--- config.mk ---
export PLATFORM = sky130hd
export DESIGN_NAME = tlp_src_arb_flat
export DESIGN_NICKNAME = d
export VERILOG_FILES = /design/src/rtl/tlp_pkg.sv /design/src/rtl/tlp_src_arb_if.sv /design/src/rtl/rr_pick.sv /design/src/rtl/tlp_src_arb.sv /design/src/flat_wrapper.sv
export SDC_FILE = /design/constraint.sdc
export NUM_CORES = 1
export LEC_CHECK = 0
export CAP_MARGIN = 10
export CORE_AREA = 4 4 88 90
export CTS_CLUSTER_DIAMETER = 120
export DETAILED_ROUTE_END_ITERATION = 8
export DIE_AREA = 0 0 92 94
export HOLD_SLACK_MARGIN = 0.03
export PLACE_DENSITY_LB_ADDON = 0.12
export SLEW_MARGIN = 40
export SYNTH_ARGS = -nofsm -noshare
export SYNTH_HDL_FRONTEND = slang
export SYNTH_SLANG_ARGS = --single-unit
--- constraint.sdc ---
create_clock -name clk156 -period 2.25 [get_ports clk156]
set_clock_uncertainty 0.2 [all_clocks]
set_input_delay 0.45 -clock clk156 [delete_from_list [all_inputs] [get_ports clk156]]
set_output_delay 0.45 -clock clk156 [all_outputs]
set_load 0.03 [all_outputs]
--- src/rtl/tlp_pkg.sv ---
// Shared TLP FIFO word layout and arbiter state encoding for the tlp_src_arb slice.
// Optional statistics in the arbiter are enabled with TLP_SRC_ARB_STATS_EN.
package tlp_pkg;

  localparam int TLP_FIFO_W  = 74;
  localparam int TLP_KEEP_HI = 73;
  localparam int TLP_KEEP_LO = 66;
  localparam int TLP_DATA_HI = 65;
  localparam int TLP_DATA_LO = 2;
  localparam int TLP_LAST    = 1;
  localparam int TLP_USER    = 0;

  typedef logic [TLP_FIFO_W-1:0] tlp_word_t;

  typedef enum logic {
    ST_ARB  = 1'b0,
    ST_BUSY = 1'b1
  } arb_state_e;

  function automatic logic tlp_is_last(tlp_word_t w);
    return w[TLP_LAST];
  endfunction

endpackage

--- src/rtl/tlp_src_arb_if.sv ---
// Bundle of source-FIFO, encapsulator-FIFO and grant status signals for tlp_src_arb.
// Counter signals exist only when TLP_SRC_ARB_STATS_EN is defined.
interface tlp_src_arb_if #(
  parameter int NUM_SRC = 2
) ();
  localparam int SRC_W = $clog2(NUM_SRC);

  logic [NUM_SRC-1:0]                     src_en;
  logic [NUM_SRC-1:0]                     src_rd_en;
  tlp_pkg::tlp_word_t [NUM_SRC-1:0]       src_dout;
  logic [NUM_SRC-1:0]                     src_empty;
  logic                                   rd_en;
  tlp_pkg::tlp_word_t                     dout;
  logic                                   empty;
  logic                                   grant_valid;
  logic [SRC_W-1:0]                       grant_id;
`ifdef TLP_SRC_ARB_STATS_EN
  logic [NUM_SRC-1:0][31:0]               pkt_cnt;
  logic [31:0]                            stall_cnt;
`endif

`ifdef TLP_SRC_ARB_STATS_EN
  modport master (
    input  src_en, src_dout, src_empty, rd_en,
    output src_rd_en, dout, empty, grant_valid, grant_id, pkt_cnt, stall_cnt
  );
  modport slave (
    output src_en, src_dout, src_empty, rd_en,
    input  src_rd_en, dout, empty, grant_valid, grant_id, pkt_cnt, stall_cnt
  );
`else
  modport master (
    input  src_en, src_dout, src_empty, rd_en,
    output src_rd_en, dout, empty, grant_valid, grant_id
  );
  modport slave (
    output src_en, src_dout, src_empty, rd_en,
    input  src_rd_en, dout, empty, grant_valid, grant_id
  );
`endif

endinterface

--- src/rtl/rr_pick.sv ---
// Combinational wrap-around priority search: first set req bit at or above ptr,
// otherwise the lowest set bit overall. Works for any NUM_REQ, not only powers of two.
module rr_pick #(
  parameter int NUM_REQ = 2,
  parameter int ID_W    = $clog2(NUM_REQ)
) (
  input  logic [NUM_REQ-1:0] req,
  input  logic [ID_W-1:0]    ptr,
  output logic [ID_W-1:0]    gnt_id,
  output logic               gnt_any
);

  logic [NUM_REQ-1:0] w_hi_mask;
  logic [NUM_REQ-1:0] w_req_hi;
  logic [NUM_REQ-1:0] w_sel;
  logic [NUM_REQ-1:0] w_win;
  logic [ID_W-1:0]    w_id_acc [NUM_REQ+1];

  for (genvar gi = 0; gi < NUM_REQ; gi++) begin : g_mask
    assign w_hi_mask[gi] = (ID_W'(gi) >= ptr);
  end

  assign w_req_hi = req & w_hi_mask;
  // Requests at/above the pointer take precedence; fall back to the wrapped-around set.
  assign w_sel    = (|w_req_hi) ? w_req_hi : req;
  assign w_id_acc[0] = '0;

  for (genvar gi = 0; gi < NUM_REQ; gi++) begin : g_win
    localparam logic [NUM_REQ-1:0] LOWER = NUM_REQ'((1 << gi) - 1);
    assign w_win[gi]       = w_sel[gi] & ~(|(w_sel & LOWER));
    assign w_id_acc[gi+1]  = w_id_acc[gi] | (w_win[gi] ? ID_W'(gi) : '0);
  end

  assign gnt_id  = w_id_acc[NUM_REQ];
  assign gnt_any = |req;

endmodule

--- src/rtl/tlp_src_arb.sv ---
// Packet-granular round-robin arbiter presenting several FWFT TLP FIFOs as one FIFO.
// Define TLP_SRC_ARB_STATS_EN to add per-source packet counters and a stall counter.
module tlp_src_arb
  import tlp_pkg::*;
#(
  parameter int NUM_SRC = 2
) (
  input  logic            clk156,
  input  logic            sys_rst_n,
  tlp_src_arb_if.master   bus
);

  localparam int SRC_W = $clog2(NUM_SRC);

  arb_state_e          r_state;
  arb_state_e          w_state_next;
  logic [SRC_W-1:0]    r_rr_ptr;
  logic [SRC_W-1:0]    r_grant_id;
  logic [SRC_W-1:0]    w_pick_id;
  logic                w_pick_any;
  logic [NUM_SRC-1:0]  w_eligible;
  logic [NUM_SRC-1:0]  w_src_rd_en;
  tlp_word_t           w_g_word;
  logic                w_g_empty;
  logic                w_rd_fwd;
  logic                w_release;
  tlp_word_t           w_dout;
  logic                w_empty;

  assign w_eligible = bus.src_en & ~bus.src_empty;

  rr_pick #(
    .NUM_REQ (NUM_SRC),
    .ID_W    (SRC_W)
  ) u_rr_pick (
    .req     (w_eligible),
    .ptr     (r_rr_ptr),
    .gnt_id  (w_pick_id),
    .gnt_any (w_pick_any)
  );

  assign w_g_word  = bus.src_dout[r_grant_id];
  assign w_g_empty = bus.src_empty[r_grant_id];

  always_comb begin
    w_state_next = r_state;
    w_dout       = '0;
    w_empty      = 1'b1;
    w_rd_fwd     = 1'b0;
    w_release    = 1'b0;
    case (r_state)
      ST_ARB: begin
        if (w_pick_any) w_state_next = ST_BUSY;
      end
      ST_BUSY: begin
        w_dout    = w_g_word;
        w_empty   = w_g_empty;
        w_rd_fwd  = bus.rd_en & ~w_g_empty;
        // Lock is dropped only when the tlast word is actually popped.
        w_release = w_rd_fwd & tlp_is_last(w_g_word);
        if (w_release) w_state_next = ST_ARB;
      end
      default: w_state_next = ST_ARB;
    endcase
  end

  always_ff @(posedge clk156 or negedge sys_rst_n) begin
    if (!sys_rst_n) begin
      r_state    <= ST_ARB;
      r_rr_ptr   <= '0;
      r_grant_id <= '0;
    end else begin
      r_state <= w_state_next;
      if (r_state == ST_ARB && w_pick_any) r_grant_id <= w_pick_id;
      if (w_release) begin
        r_rr_ptr <= (r_grant_id == SRC_W'(NUM_SRC - 1)) ? '0 : r_grant_id + 1'b1;
      end
    end
  end

  for (genvar gi = 0; gi < NUM_SRC; gi++) begin : g_rd
    assign w_src_rd_en[gi] = w_rd_fwd & (r_grant_id == SRC_W'(gi));
  end

  assign bus.src_rd_en   = w_src_rd_en;
  assign bus.dout        = w_dout;
  assign bus.empty       = w_empty;
  assign bus.grant_valid = (r_state == ST_BUSY);
  assign bus.grant_id    = r_grant_id;

`ifdef TLP_SRC_ARB_STATS_EN
  logic [NUM_SRC-1:0][31:0] w_pkt_cnt;
  logic [31:0]              r_stall_cnt;

  for (genvar gi = 0; gi < NUM_SRC; gi++) begin : g_pkt
    logic [31:0] r_cnt;
    always_ff @(posedge clk156 or negedge sys_rst_n) begin
      if (!sys_rst_n) begin
        r_cnt <= '0;
      end else if (w_release && r_grant_id == SRC_W'(gi)) begin
        r_cnt <= r_cnt + 32'd1;
      end
    end
    assign w_pkt_cnt[gi] = r_cnt;
  end

  // Saturates rather than wraps so a long stall never reads back as a short one.
  always_ff @(posedge clk156 or negedge sys_rst_n) begin
    if (!sys_rst_n) begin
      r_stall_cnt <= '0;
    end else if (r_state == ST_BUSY && w_g_empty && r_stall_cnt != 32'hFFFF_FFFF) begin
      r_stall_cnt <= r_stall_cnt + 32'd1;
    end
  end

  assign bus.pkt_cnt   = w_pkt_cnt;
  assign bus.stall_cnt = r_stall_cnt;
`endif

endmodule
--- src/flat_wrapper.sv ---
// flat-port wrapper written by rule: the top's interface ports become plain ports
module tlp_src_arb_flat import tlp_pkg::*;
#(
  parameter int NUM_SRC = 2
)
  (clk156, sys_rst_n, bus_src_en, bus_src_dout, bus_src_empty, bus_rd_en, bus_src_rd_en, bus_dout, bus_empty, bus_grant_valid, bus_grant_id);
  tlp_src_arb_if #(.NUM_SRC(NUM_SRC)) bus_i ();
  input  logic clk156;
  input  logic sys_rst_n;
  input wire logic [$bits(bus_i.src_en)-1:0] bus_src_en;
  input wire logic [$bits(bus_i.src_dout)-1:0] bus_src_dout;
  input wire logic [$bits(bus_i.src_empty)-1:0] bus_src_empty;
  input wire logic [$bits(bus_i.rd_en)-1:0] bus_rd_en;
  output wire logic [$bits(bus_i.src_rd_en)-1:0] bus_src_rd_en;
  output wire logic [$bits(bus_i.dout)-1:0] bus_dout;
  output wire logic [$bits(bus_i.empty)-1:0] bus_empty;
  output wire logic [$bits(bus_i.grant_valid)-1:0] bus_grant_valid;
  output wire logic [$bits(bus_i.grant_id)-1:0] bus_grant_id;
  assign bus_i.src_en = bus_src_en;
  assign bus_i.src_dout = bus_src_dout;
  assign bus_i.src_empty = bus_src_empty;
  assign bus_i.rd_en = bus_rd_en;
  assign bus_src_rd_en = bus_i.src_rd_en;
  assign bus_dout = bus_i.dout;
  assign bus_empty = bus_i.empty;
  assign bus_grant_valid = bus_i.grant_valid;
  assign bus_grant_id = bus_i.grant_id;
  tlp_src_arb #(.NUM_SRC(NUM_SRC)) u_core (.clk156(clk156), .sys_rst_n(sys_rst_n), .bus(bus_i));
endmodule
==> flow_summary.toml <==
[critical_path]
crit_path_top_delay_cell = "clkdlybuf4s50_1"
path_delay_family = "buffers and inverters"
r2r_setup_slack_ns = 0.58
slowest_delay_ns = 0.43
crit_required_ns = 1.60
path_cells = "clkdlybuf4s50_1, mux2i_2, nand3_2, nor2_1, buf_4"
cp_max_fo = 3
critPathKind = "primary input to primary output"
path_buf_inv = 2
arrival_ns = 1.55
cp-end-kind = "primary output"
critPathLaunchType = "primary input"

[cells_and_area]
drive_above_1_share = 0.229
diodes = 0
nFillCells = 683
area_delta_synth_final_pct = 192
finalNonFillerCells = 514
layout.nets = 571

[clock_network]
clockBufferDepth = 2
post_cts_resize_count = 0
cts_root_buffer = "clkbuf_8"
cts_hold_buf = 0
cts_max_level = 1
cts_sinks = 3
post_cts_buffers = 0
clock_latency_ns = 0.21
numCtsBuffers = 3
clkTransAtPathRegs_ns = 0.03
cts_tree = "built"

[sta]
hold_viol = 0
tightestPinTransition_ns = 0.370
period_needed_ns = 2.20
slew_violations = 0
layout_worst_path_cycle_share = 0.976
maxSlewHeadroom = 0.753
fmaxAchievable_mhz = 455
setup_ws_ns = 0.0541
setup_violations = 0

[global_route]
track_usage = 0.150
grt_pass1_vias = 2081
grt_antenna_before_repair = 0
grt_max_degree = 32
grt_overflow_total = 0
grt_pass1_wl_mm = 10.5

[route]
wl_per_cell_um = 14.1
detail-route-antenna-nets = 0
vias = 2173
drtIter0Drc = 29
via_per_inst = 4.23
drt_wl_total_mm = 7.27
route.detailed.drc = 0
dr.pass1.iters = 4

[place]
place_congestion = 0.813
portBuffers = 233
dp.cells = 510
dp_hpwl_mm = 6.32
place_ws_ns = 0.0360

[floorplanning]
rows = 31
placeableCoreArea_mm2 = 0.00706
initial_core_util = 0.185
fp.dieH_um = 94
die-area_mm2 = 0.00865
die_w_um = 92
io_pins = 234

[synthesis]
yosysUniqueCellTypes = 18
syn_avg_cell_area_um2 = 7.05
synth_seq_cells = 3
synth_top_area_cell = "mux2i_1"
synth_top_area_frac = 0.568
syn-cell-area_mm2 = 0.00131
synth-warning-count = 0
seq_area_frac_synth = 0.0575
synth_cells = 185
synthTopCellsByArea = "mux2i_1, nor2_1, dfrtp_1"
synth.net_count = 340

[power_and_ir_drop]
leakage_nw = 1.78
ir_drop_uv = 647
p_per_area_mw_per_mm2 = 1160

[run_status]
status = "finished, final reports clean"

[hold_path]
hold_class = "primary input to asynchronous set/reset pin"

[job]
drv_cap = 0
registers in the layout, indices dropped and copies added, names as in the netlist:
register,cells
u_core.bus.grant_valid,1
u_core.r_rr_ptr,1
u_core.bus.grant_id,1
through the flow:
| stage | utilization | hold slack (ns) | total power, mW | area, um2 | TNS [ns] |
|---|---|---|---|---|---|
| 2_1_floorplan | - | -0.0456 | 2.56 | 1310 | 0 |
| 3_3_place_gp | 0.533 | 0.367 | 4.31 | 3760 | 0 |
| 3_5_place_dp | 0.533 | 0.379 | 4.33 | 3760 | 0 |
| 4_1_cts | 0.539 | 0.222 | 4.49 | 3810 | 0 |
| 5_1_grt | 0.540 | 0.236 | 4.69 | 3810 | -0.00225 |
| 6_report | 0.540 | 0.222 | 4.44 | 3810 | 0 |
power breakdown:
part | leakage (nW) | total [mW] | internal, mW | switching [mW]
sequential | 0.0343 | 0.159 | 0.0838 | 0.0754
clock | 0.0228 | 0.153 | 0.121 | 0.0325
combinational | 1.73 | 4.12 | 1.87 | 2.25
total | 1.78 | 4.44 | 2.07 | 2.36
final cells by class:
type | count | area (um2) | area share
inverters | 3 | 11.3 | 0.00295
flip-flops and latches | 3 | 78.8 | 0.0207
repair buffers | 243 | 2440 | 0.640
clock buffers | 4 | 45.0 | 0.0118
well taps | 99 | 124 | 0.0325
multi-input cells | 162 | 1110 | 0.292
worst register-to-register path, delay by kind of cell, from the launching register on:
kind                   cells  cell delay (ns)
multiplexers               1             0.32
flip-flops                 1             0.57
AO/OA/AOI/OAI              1             0.15
buffers and inverters      1             0.15
AND/OR/NAND/NOR            1             0.15
layer usage:
layer	share of wire	wire (um)	global-route usage
met1	0.35	2550	0.159
met2	0.54	3950	0.296
met3	0.093	674	0.0401
met4	0.013	94	0.0248
met5	0	0	0
cells in the final DEF, fill, tap and decap left out:
cell type | netlist | layout
a21oi_1 | 2 | 2
a31oi_1 | 1 | 1
a41o_1 | 1 | 1
a41oi_1 | 1 | 1
buf_12 | 0 | 18
buf_4 | 4 | 69
buf_6 | 3 | 1
clkbuf_1 | 4 | 1
clkbuf_8 | 0 | 3
clkdlybuf4s50_1 | 0 | 155
dfrtp_1 | 3 | 2
dfrtp_4 | 0 | 1
inv_1 | 2 | 2
inv_2 | 1 | 1
mux2i_1 | 74 | 74
mux2i_2 | 1 | 1
nand2_1 | 2 | 2
nand3_2 | 0 | 1
nor2_1 | 76 | 76
nor2b_1 | 2 | 2
o32a_1 | 1 | 1
cell usage after synthesis, drive strengths merged:
library cell  count
nor2b             2
clkbuf            4
mux2i            75
nand3             1
nand2             2
a41oi             1
a31oi             1
buf              13
a21oi             2
inv               3
o32a              1
dfrtp             3
a41o              1
nor2             76
kinds of logic (layout without fill, tap and decap cells):
logic type             after synthesis  count (layout)  synth area share
and+or+nand+nor                     81              81             0.238
muxes                               75              75             0.578
buffers and inverters               20             250            0.0920
AOI/OAI and AO/OA                    6               6            0.0345
DFF                                  3               3            0.0575
path summary, 6_finish.rpt:
kind,startpoint,endpoint,cells past startpoint
worst max-delay path,bus_src_empty[0],bus_src_rd_en[1],5
worst min-delay path,sys_rst_n,u_core.bus.grant_id$_DFFE_PN0P_,1
worst max register to register,u_core.bus.grant_id$_DFFE_PN0P_,u_core.bus.grant_valid$_DFF_PN0_,4
worst min register to register,u_core.r_rr_ptr$_DFFE_PN0P_,u_core.bus.grant_id$_DFFE_PN0P_,2
max in group asynchronous,sys_rst_n,u_core.bus.grant_id$_DFFE_PN0P_,1
min in group clk156,u_core.r_rr_ptr$_DFFE_PN0P_,u_core.bus.grant_id$_DFFE_PN0P_,2
Power figures use the tool's default switching activity.
